File: src/rtl/hazard_ctrl.sv
// Pipeline sequencer for the 5-stage DLX integer pipeline: merges ID-stage hazard requests into per-stage enables.
// Optional stall statistics counter enabled by defining HAZARD_CTRL_PERF_EN.
module hazard_ctrl #(
  parameter int MUL_LATENCY = 4,
  parameter int CNT_WIDTH   = 16
) (
  input  logic                 clock,
  input  logic                 reset_n,
  input  logic                 load_stall,
  input  logic                 branch_taken_id,
  input  logic                 mul_issue_id,
  input  logic                 stat_clr,
  output logic                 pc_we,
  output logic                 ifid_we,
  output logic                 ifid_flush,
  output logic                 idex_we,
  output logic                 idex_bubble,
  output logic                 exmem_bubble,
  output logic                 mul_done,
  output logic                 busy,
  output logic [CNT_WIDTH-1:0] stall_cycles
);

  typedef enum logic [1:0] {
    S_INIT    = 2'd0,
    S_RUN     = 2'd1,
    S_LSTALL  = 2'd2,
    S_MULWAIT = 2'd3
  } state_t;

  localparam logic [3:0] MUL_LOAD = 4'(MUL_LATENCY - 1);
  localparam bit         MUL_FREEZE = (MUL_LATENCY > 1);

  state_t     r_state;
  state_t     w_state_next;
  logic [3:0] r_mul_cnt;
  logic [3:0] w_mul_cnt_next;

  always_ff @(posedge clock or negedge reset_n) begin
    if (!reset_n) begin
      r_state   <= S_INIT;
      r_mul_cnt <= 4'd0;
    end else begin
      r_state   <= w_state_next;
      r_mul_cnt <= w_mul_cnt_next;
    end
  end

  always_comb begin
    w_state_next   = r_state;
    w_mul_cnt_next = r_mul_cnt;
    pc_we          = 1'b1;
    ifid_we        = 1'b1;
    idex_we        = 1'b1;
    ifid_flush     = 1'b0;
    idex_bubble    = 1'b0;
    exmem_bubble   = 1'b0;
    mul_done       = 1'b0;
    busy           = 1'b1;

    case (r_state)
      S_INIT: begin
        pc_we        = 1'b0;
        ifid_we      = 1'b0;
        idex_we      = 1'b0;
        idex_bubble  = 1'b1;
        exmem_bubble = 1'b1;
        w_state_next = S_RUN;
      end

      S_RUN, S_LSTALL: begin
        // A load stall is never honoured twice in a row: LSTALL masks it.
        busy         = (r_state != S_RUN);
        w_state_next = S_RUN;
        if (branch_taken_id) begin
          ifid_flush = 1'b1;
        end else if (load_stall && (r_state == S_RUN)) begin
          pc_we        = 1'b0;
          ifid_we      = 1'b0;
          idex_bubble  = 1'b1;
          w_state_next = S_LSTALL;
        end else if (mul_issue_id && MUL_FREEZE) begin
          w_mul_cnt_next = MUL_LOAD;
          w_state_next   = S_MULWAIT;
        end
      end

      S_MULWAIT: begin
        pc_we          = 1'b0;
        ifid_we        = 1'b0;
        idex_we        = 1'b0;
        exmem_bubble   = 1'b1;
        w_mul_cnt_next = r_mul_cnt - 4'd1;
        // Leaving on <=1 also recovers from a corrupted zero count.
        if (r_mul_cnt <= 4'd1) begin
          mul_done       = 1'b1;
          w_mul_cnt_next = 4'd0;
          w_state_next   = S_RUN;
        end
      end

      default: begin
        w_state_next = S_INIT;
      end
    endcase
  end

`ifdef HAZARD_CTRL_PERF_EN
  logic [CNT_WIDTH-1:0] r_stall_cnt;
  logic                 w_stall_inc;

  assign w_stall_inc = !pc_we && (r_state != S_INIT);

  always_ff @(posedge clock or negedge reset_n) begin
    if (!reset_n) begin
      r_stall_cnt <= '0;
    end else if (stat_clr) begin
      r_stall_cnt <= '0;
    end else if (w_stall_inc && (r_stall_cnt != {CNT_WIDTH{1'b1}})) begin
      r_stall_cnt <= r_stall_cnt + 1'b1;
    end
  end

  assign stall_cycles = r_stall_cnt;
`else
  logic w_unused_stat_clr;
  assign w_unused_stat_clr = stat_clr;
  assign stall_cycles      = '0;
`endif

endmodule

File: config.mk
export PLATFORM = sky130hd
export DESIGN_NAME = hazard_ctrl
export DESIGN_NICKNAME = d
export VERILOG_FILES = /design/src/rtl/hazard_ctrl.sv
export SDC_FILE = /design/constraint.sdc
export NUM_CORES = 1
export LEC_CHECK = 0
export ABC_AREA = 1
export BUFFER_PORTS_ARGS = -buffer_cell sky130_fd_sc_hd__buf_2
export CORE_UTILIZATION = 30
export DETAILED_ROUTE_END_ITERATION = 8
export MAX_ROUTING_LAYER = met4
export SYNTH_ARGS = -nofsm -noshare
export SYNTH_HDL_FRONTEND = slang
export SYNTH_SLANG_ARGS = --single-unit
File: constraint.sdc
create_clock -name clock -period 1.6 [get_ports clock]
set_input_delay 0.24 -clock clock [delete_from_list [all_inputs] [get_ports clock]]
set_output_delay 0.24 -clock clock [all_outputs]
set_load 0.05 [all_outputs]
# --- After elaboration in Yosys (flattened, before gate mapping) ---
# Cells that the tools add are included.
# Widths: inputs -> output; s select.
word_totals:
  ramBits: 0
  mem_bits_ro: 0
  regBits: 6
  latch_bits: 0
  input_bits: 6
  mem_count: 0
op_classes:
  shifts: 0
  n_reduce_logical: 6
  muxes: 23
  n_lt_le_gt_ge: 1
  n_eq_ne: 8
  n_addsub: 1
  bitwise: 0
  mul: 0
  div: 0
ops:
  columns: ["operator", "n"]
  rows:
  - ["$mux 4", 4]
  - ["$mux 1", 11]
  - ["$mux 2", 4]
  - ["$ne 2x2->1 const B", 4]
  - ["$pmux 4 s2", 1]
  - ["$pmux 2 s3", 1]
  - ["$eq 2x2->1 const B", 2]
  - ["$le 4x1->1 const B", 1]
  - ["$pmux 1 s2", 2]
  - ["$reduce_and 4->1", 1]
  - ["$reduce_or 2->1", 2]
  - ["$sub 4x1->4 const B", 1]
  - ["$eq 2x1->1 const B", 1]
  - ["$logic_not 2->1", 1]
  - ["$ne 2x1->1 const B", 1]
  - ["$reduce_bool 2->1", 1]
  - ["$logic_and 1x1->1", 1]

# --- Logic depth before layout (Yosys ltp) ---
# Gate-level depths: netlist of the first run.
logic_depth:
  word_depth: 5
  depth_mapped: 9
  depth_no_buf: 9

# --- Worst setup path after synthesis of the first run ---
# Ideal clock, no wire load.
synth_path:
  path_type: "register to output"
  startpoint: "reg r_state[0]"
  endpoint: "out pc_we"
  setup_slack_ns: -1.076
  path_stages_with_launch: 6
  path_buffers: 1
  t_arrival_ns: 2.436
  required_ns: 1.360
  cell_sequence: "dfrtp_1 inv_1 ha_1 inv_2 nor2_1 buf_4"
synth_between:
  elab_chain_cells: 5
  elab_cells_between_ends: 10
  classes_between: "eq/ne (3); mux (3); reduce/logical (4)"
synth_lines:
  columns: ["element", "line_no", "text"]
  rows:
  - ["start, declared", "34", "state_t r_state;"]
  - ["start signal, assigned", "44", "r_state <= w_state_next;"]
  - ["$eq 2x1->1", null, null]
  - ["$logic_and 1x1->1", "77", "end else if (load_stall && (r_state == S_RUN)) begin"]
  - ["$mux 1 (2 in series)", null, null]
  - ["$pmux 1 s2 (*)", null, null]
  - ["end, declared", "13", "output logic pc_we,"]
# Every way passes the cells marked *; elsewhere a longest branch is shown, timed or not.

# --- Worst setup path after layout of the first run ---
layout_path:
  startpoint: "reg r_state[0]"
  endpoint: "out idex_bubble"
layout_between:
  elab_chain_cells: 5
  elab_cells_between_ends: 8
  classes_between: "eq/ne (2); mux (3); reduce/logical (3)"
layout_lines:
  columns: ["element", "line_no", "text"]
  rows:
  - ["$eq 2x1->1", "61, 77", null]
  - ["$logic_and 1x1->1", "77", null]
  - ["$mux 1", "77", null]
  - ["$mux 1", "75", "if (branch_taken_id) begin"]
  - ["$pmux 1 s2 (*)", "61", "case (r_state)"]
  - ["end, declared", "17", "output logic idex_bubble,"]
# Marks and branches as above.

==> reports/qor.yml, run 1 <==
outcome:
  outcome: "finished, violations left"
  violations: "negative setup slack"
critical_path:
  r2r_start: "r_state[0]"
  path_max_fanout: 6
  worstSetupStartpoint: "r_state[0]"
  reg2reg_slack_ns: 0.07
  setup.worst_path.class: "reg2out"
  arrival_ns: 1.41
  crit_required_ns: 1.36
  startpoint_type: "flop"
  crit_path_end_kind: "output port"
cells_and_area:
  drive_above_1_share_pct: 42.3
  areaGrowthSynthToFinish_pct: 38.3
  diodes: 0
  fin_nets: 111
global_routing:
  grt_max_degree: 10
  gr-total-overflow: 0
  grt_usage_pct: 12.4
  grt_pass1_wl_mm: 1.77
  first_global_vias: 439
  antenna_found_initial: 0
logic_synthesis:
  yosysWarnings: 0
  synth_area_per_cell_um2: 7.59
  yosysTopAreaCellShare_pct: 25.4
  synthMostInstantiatedCell: "buf_4"
  syn_area_um2: 592
  synth-edff-count: 0
  syn_inst: 78
  yosysSeqAreaShare_pct: 25.4
  synth_area_leaders: "dfrtp_1, buf_4, ha_1"
  ys_seq_elements: 6
  synthArstFlopShare_pct: 100
  yosysTopAreaCell: "dfrtp_1"
  synthFlopType: "dfrtp_1"
  yosys-top-cells-count: "buf_4, inv_1, nand2_1"
  yosysUniqueCellTypes: 17
clock_network:
  cts.sinks: 6
  clkLatencyLatePin_ns: 0.25
  cts_buffers: 3
  clockBufferDepth: 2
  path_clk_slew_ns: 0.05
  cts_tree: "yes"
  cts-root-buf: "clkbuf_4"
  htreeDepth: 1
detailed_routing:
  wl_per_cell_um: 9.01
  wirelength_mm: 1.10
  ant_nets: 0
  drc: 0
  vias_per_cell: 4.02
  vias: 490
  first_pass_iters: 4
  drt_iter0_drc: 3
timing:
  fmaxAchievable_ghz: 0.605
  rsz0062_at_grt: "yes"
  skew_ns: 0.00219
  layout_setup_ws_ns: -0.0517
  hold_violations: 0
  finalSetupTns_ns: -0.127
  final.min_clock_period_ns: 1.65
  setup_violations: 4
  period_share_pct: 103
  maxSlewViolCount: 0
floorplanning:
  dieWidth_um: 46.4
  rows: 15
  initial_core_util_pct: 33.2
  die-area_um2: 2150
  core_um2: 1780
  ios: 30
  die_h_um: 46.4
placed_design:
  place_hpwl_um: 874
  io_buffer_count: 12
  finalWeightedCongestion: 0.738
hold_path:
  min_path_type: "in2async"
run:
  maxCapViolCount: 0
through the flow:
| step | setup slack, ns | cell area (µm²) | instances | hold slack (ns) | utilization (%) |
|---|---|---|---|---|---|
| floorplan | -0.0889 | 693 | 93 | -0.0556 | - |
| global placement | -0.0389 | 676 | 116 | 0.0738 | 37.9 |
| detailed placement | -0.0390 | 676 | 116 | 0.0761 | 37.9 |
| CTS | -0.0748 | 786 | 120 | 0.348 | 44.1 |
| global route | -0.124 | 818 | 122 | 0.373 | 45.9 |
| finish | -0.0517 | 818 | 122 | 0.347 | 45.9 |
path summary, 6_finish.rpt:
check	to	cells after the start
worst max-delay path	idex_bubble	5
worst min-delay path	r_mul_cnt[0]	2
worst max register to register	r_mul_cnt[3]	9
worst min register to register	r_mul_cnt[3]	2
max in group asynchronous	r_state[0]	2
min in group clock	r_state[1]	4
metal layers:
metal  GRT usage (%)  wire, µm  vias to the layer above
li1                -         -                      251
met1            13.0       447                      219
met2            21.4       589                       20
met3            5.88        62                        0
met4            1.76         0                        0
met5               -         0                        -
flip-flops by register name, indices dropped and copies added (netlist names):
name       count
r_state        2
r_mul_cnt      4
placed cells by master (no fill, tap or decap), types with 2 or more instances in the layout:
cell / synthesis / layout
nand2_2: 3 / 3
o21ai_0: 3 / 3
nor2_4: 0 / 2
buf_4: 17 / 6
inv_1: 10 / 6
a21oi_1: 4 / 3
nor2_1: 6 / 4
a21oi_2: 2 / 2
conb_1: 1 / 16
inv_2: 1 / 4
nand3_1: 5 / 4
ha_1: 6 / 3
ha_4: 0 / 3
dfrtp_1: 6 / 5
clkbuf_4: 0 / 3
buf_2: 0 / 5
nand2_1: 10 / 8
nand2_4: 0 / 2
buf_6: 0 / 5
final cells by class:
type	instances	area, µm²
Inverter	11	48.8
Fill cell	182	965
Tap cell	25	31.3
Sequential cell	6	151
Clock buffer	3	22.5
Timing Repair Buffer	18	151
Multi-Input combinational cell	59	413
logic make-up after synthesis:
logic type / count (synthesis) / synth area share, %
DFF: 6 / 25.4
adders and majority gates: 6 / 12.7
other: 1 / 0.634
and+or+nand+nor: 26 / 21.8
buffers and inverters: 28 / 28.5
AOI/OAI and AO/OA: 11 / 11.0
repair_timing:
| action | 4_1_cts | 5_1_grt |
|---|---|---|
| endpoints found under the setup margin | 5 | 7 |
| gates resized for setup | 22 | 8 |
| endpoints found under the hold margin | 6 | 0 |
| cloned | 0 | 0 |
| pin swaps | 6 | 6 |
| hold buffers | 1 | 0 |
| setup buffers | 0 | 2 |
worst max-delay path, stage by stage, from the launching register on:
cell     delay [ns]
dfrtp_2        0.41
inv_2          0.07
ha_4           0.34
nand2_4        0.07
a21oi_4        0.12
buf_6          0.16
Power of run 1 is left out: the tool's default activity adds up to more than one toggle a clock period on the data nets, which glitch-free logic cannot reach.
==> run 2, diff against run 1 <==
Settings changed: CAP_MARGIN set to 5, CTS_BUF_LIST set to sky130_fd_sc_hd__clkbuf_8.
==> reports/qor.yml, run 2 (same netlist as run 1, synthesis figures left out) <==
outcome:
  outcome: "finished, violations left"
  violations: "negative setup slack"
detailed_routing:
  drc: 0  # unchanged
  first_pass_iters: 4  # unchanged
  drt_iter0_drc: 5  # +2
  ant_nets: 0  # unchanged
  vias_per_cell: 4.04  # +0.61%
  vias: 493  # +0.61%
  wirelength_mm: 1.12  # +1.7%
  wl_per_cell_um: 9.16  # +1.7%
clock_network:
  clkLatencyLatePin_ns: 0.22  # -0.03 ns
  cts.sinks: 6  # unchanged
  clockBufferDepth: 2  # unchanged
  cts-root-buf: "clkbuf_8"
  htreeDepth: 1  # unchanged
  cts_buffers: 3  # unchanged
  cts_tree: "yes"
  path_clk_slew_ns: 0.04  # about the same
critical_path:
  slowest_delay_ns: 0.41  # about the same
  cp_top_family: "flip-flops"
  crit_chain: "inv_2, ha_4, nand2_4, a21oi_4, buf_6"
  cp_slowest_cell: "dfrtp_2"
  path_max_fanout: 6  # unchanged
  crit_required_ns: 1.36  # about the same
  arrival_ns: 1.39  # -0.02 ns
  setup.worst_path.class: "reg2out"
  startpoint_type: "flop"
  worst-path-buf-inv: 2  # unchanged
  crit_path_end_kind: "output port"
timing:
  setup_violations: 2  # -2
  skew_ns: 0.000438  # -0.00175 ns
  finalSetupTns_ns: -0.0423  # +0.0849 ns
  maxSlewViolCount: 0  # unchanged
  period_share_pct: 102  # -1.4 points
  fmaxAchievable_ghz: 0.614  # +1.4%
  hold_violations: 0  # unchanged
  final.min_clock_period_ns: 1.63  # -0.0227 ns
  rsz0062_at_grt: "yes"
  fin_hold_ws_ns: 0.370  # +0.0234 ns
  layout_setup_ws_ns: -0.0289  # +0.0227 ns
cells_and_area:
  final_common_cell: "conb_1"
  largest_reg_flops: 4  # unchanged
  max_flop_register: "r_mul_cnt"
  mostFrequentLayoutCells: "conb_1, inv_1, nand2_1"
  diodes: 0  # unchanged
  drive_above_1_share_pct: 41.2  # -1.0 points
  largestRegisters: "r_mul_cnt: 4 flops, r_state: 2 flops"
  fin_nets: 111  # unchanged
  areaGrowthSynthToFinish_pct: 41.4
placed_design:
  place_hpwl_um: 874  # unchanged
  finalWeightedCongestion: 0.738  # unchanged
  io_buffer_count: 12  # unchanged
floorplanning:
  dieWidth_um: 46.4  # unchanged
  core_um2: 1780  # unchanged
  rows: 15  # unchanged
  initial_core_util_pct: 33.2  # unchanged
  ios: 30  # unchanged
  die_h_um: 46.4  # unchanged
  die-area_um2: 2150  # unchanged
global_routing:
  first_global_vias: 458  # +4.3%
  grt_max_degree: 10  # unchanged
  grt_pass1_wl_mm: 1.84  # +4.3%
  gr-total-overflow: 0  # unchanged
  grt_usage_pct: 13.2  # +0.83 points
  antenna_found_initial: 0  # unchanged
hold_path:
  min_path_type: "in2async"
run:
  maxCapViolCount: 0  # unchanged
## run 2: cell counts in the layout (fill, tap and decap cells not counted)
Identical to the previous run, type by type.
## run 2: area by class of cell
cell class / count / area, µm²
fill: 183 / 946
multi-input combinational: 59 / 415
sequential: 6 / 151
timing repair buffer: 18 / 149
inverter: 11 / 48.8
clock buffer: 3 / 41.3
tap: 25 / 31.3
## run 2: path summary, 6_finish.rpt
kind	start	to	slack [ns]	cells after the start
setup / recovery	r_state[0]	idex_bubble	-0.03	5
hold / removal	reset_n	r_mul_cnt[3]	0.37	2
setup reg to reg	r_state[0]	r_mul_cnt[3]	0.06	9
hold reg to reg	r_mul_cnt[3]	r_mul_cnt[3]	0.55	2
max in group asynchronous	reset_n	r_state[0]	1.07	2
min in group clock	branch_taken_id	r_state[1]	0.40	4
## run 2: per-layer routing
metal	share of wire, %	track usage (%)	vias to the layer above
met5	0	-	-
met4	0	3.53	0
met3	6.3	7.06	0
met2	53	22.5	22
met1	41	13.0	221
li1	-	-	250
## run 2: per-stage QoR
step / utilization, % / cells / cell area [µm²] / worst slack [ns]
detailed placement: 37.9 / 116 / 676 / -0.0390
global route: 46.9 / 122 / 837 / -0.0949
floorplan: - / 93 / 693 / -0.0889
CTS: 45.1 / 120 / 805 / -0.0493
finish: 46.9 / 122 / 837 / -0.0289
global placement: 37.9 / 116 / 676 / -0.0389
## run 2: repair_timing
action / in CTS / in global routing
pin swaps: 6 / 6
setup endpoints to repair: 5 / 7
resized for setup: 21 / 6
buffers inserted: 0 / 2
hold buffers: 1 / 0
hold endpoints to repair: 6 / 0
## run 2: worst register-to-register path: stages, from the launching register on
cell,delay (ns)
dfrtp_2,0.43
inv_2,0.09
ha_4,0.23
buf_4,0.15
nand3_2,0.06
nand2_2,0.08
nor2_8,0.18
nand2_1,0.09
nand2_1,0.08
nor2_1,0.04
Power of run 2 is left out for the same reason.
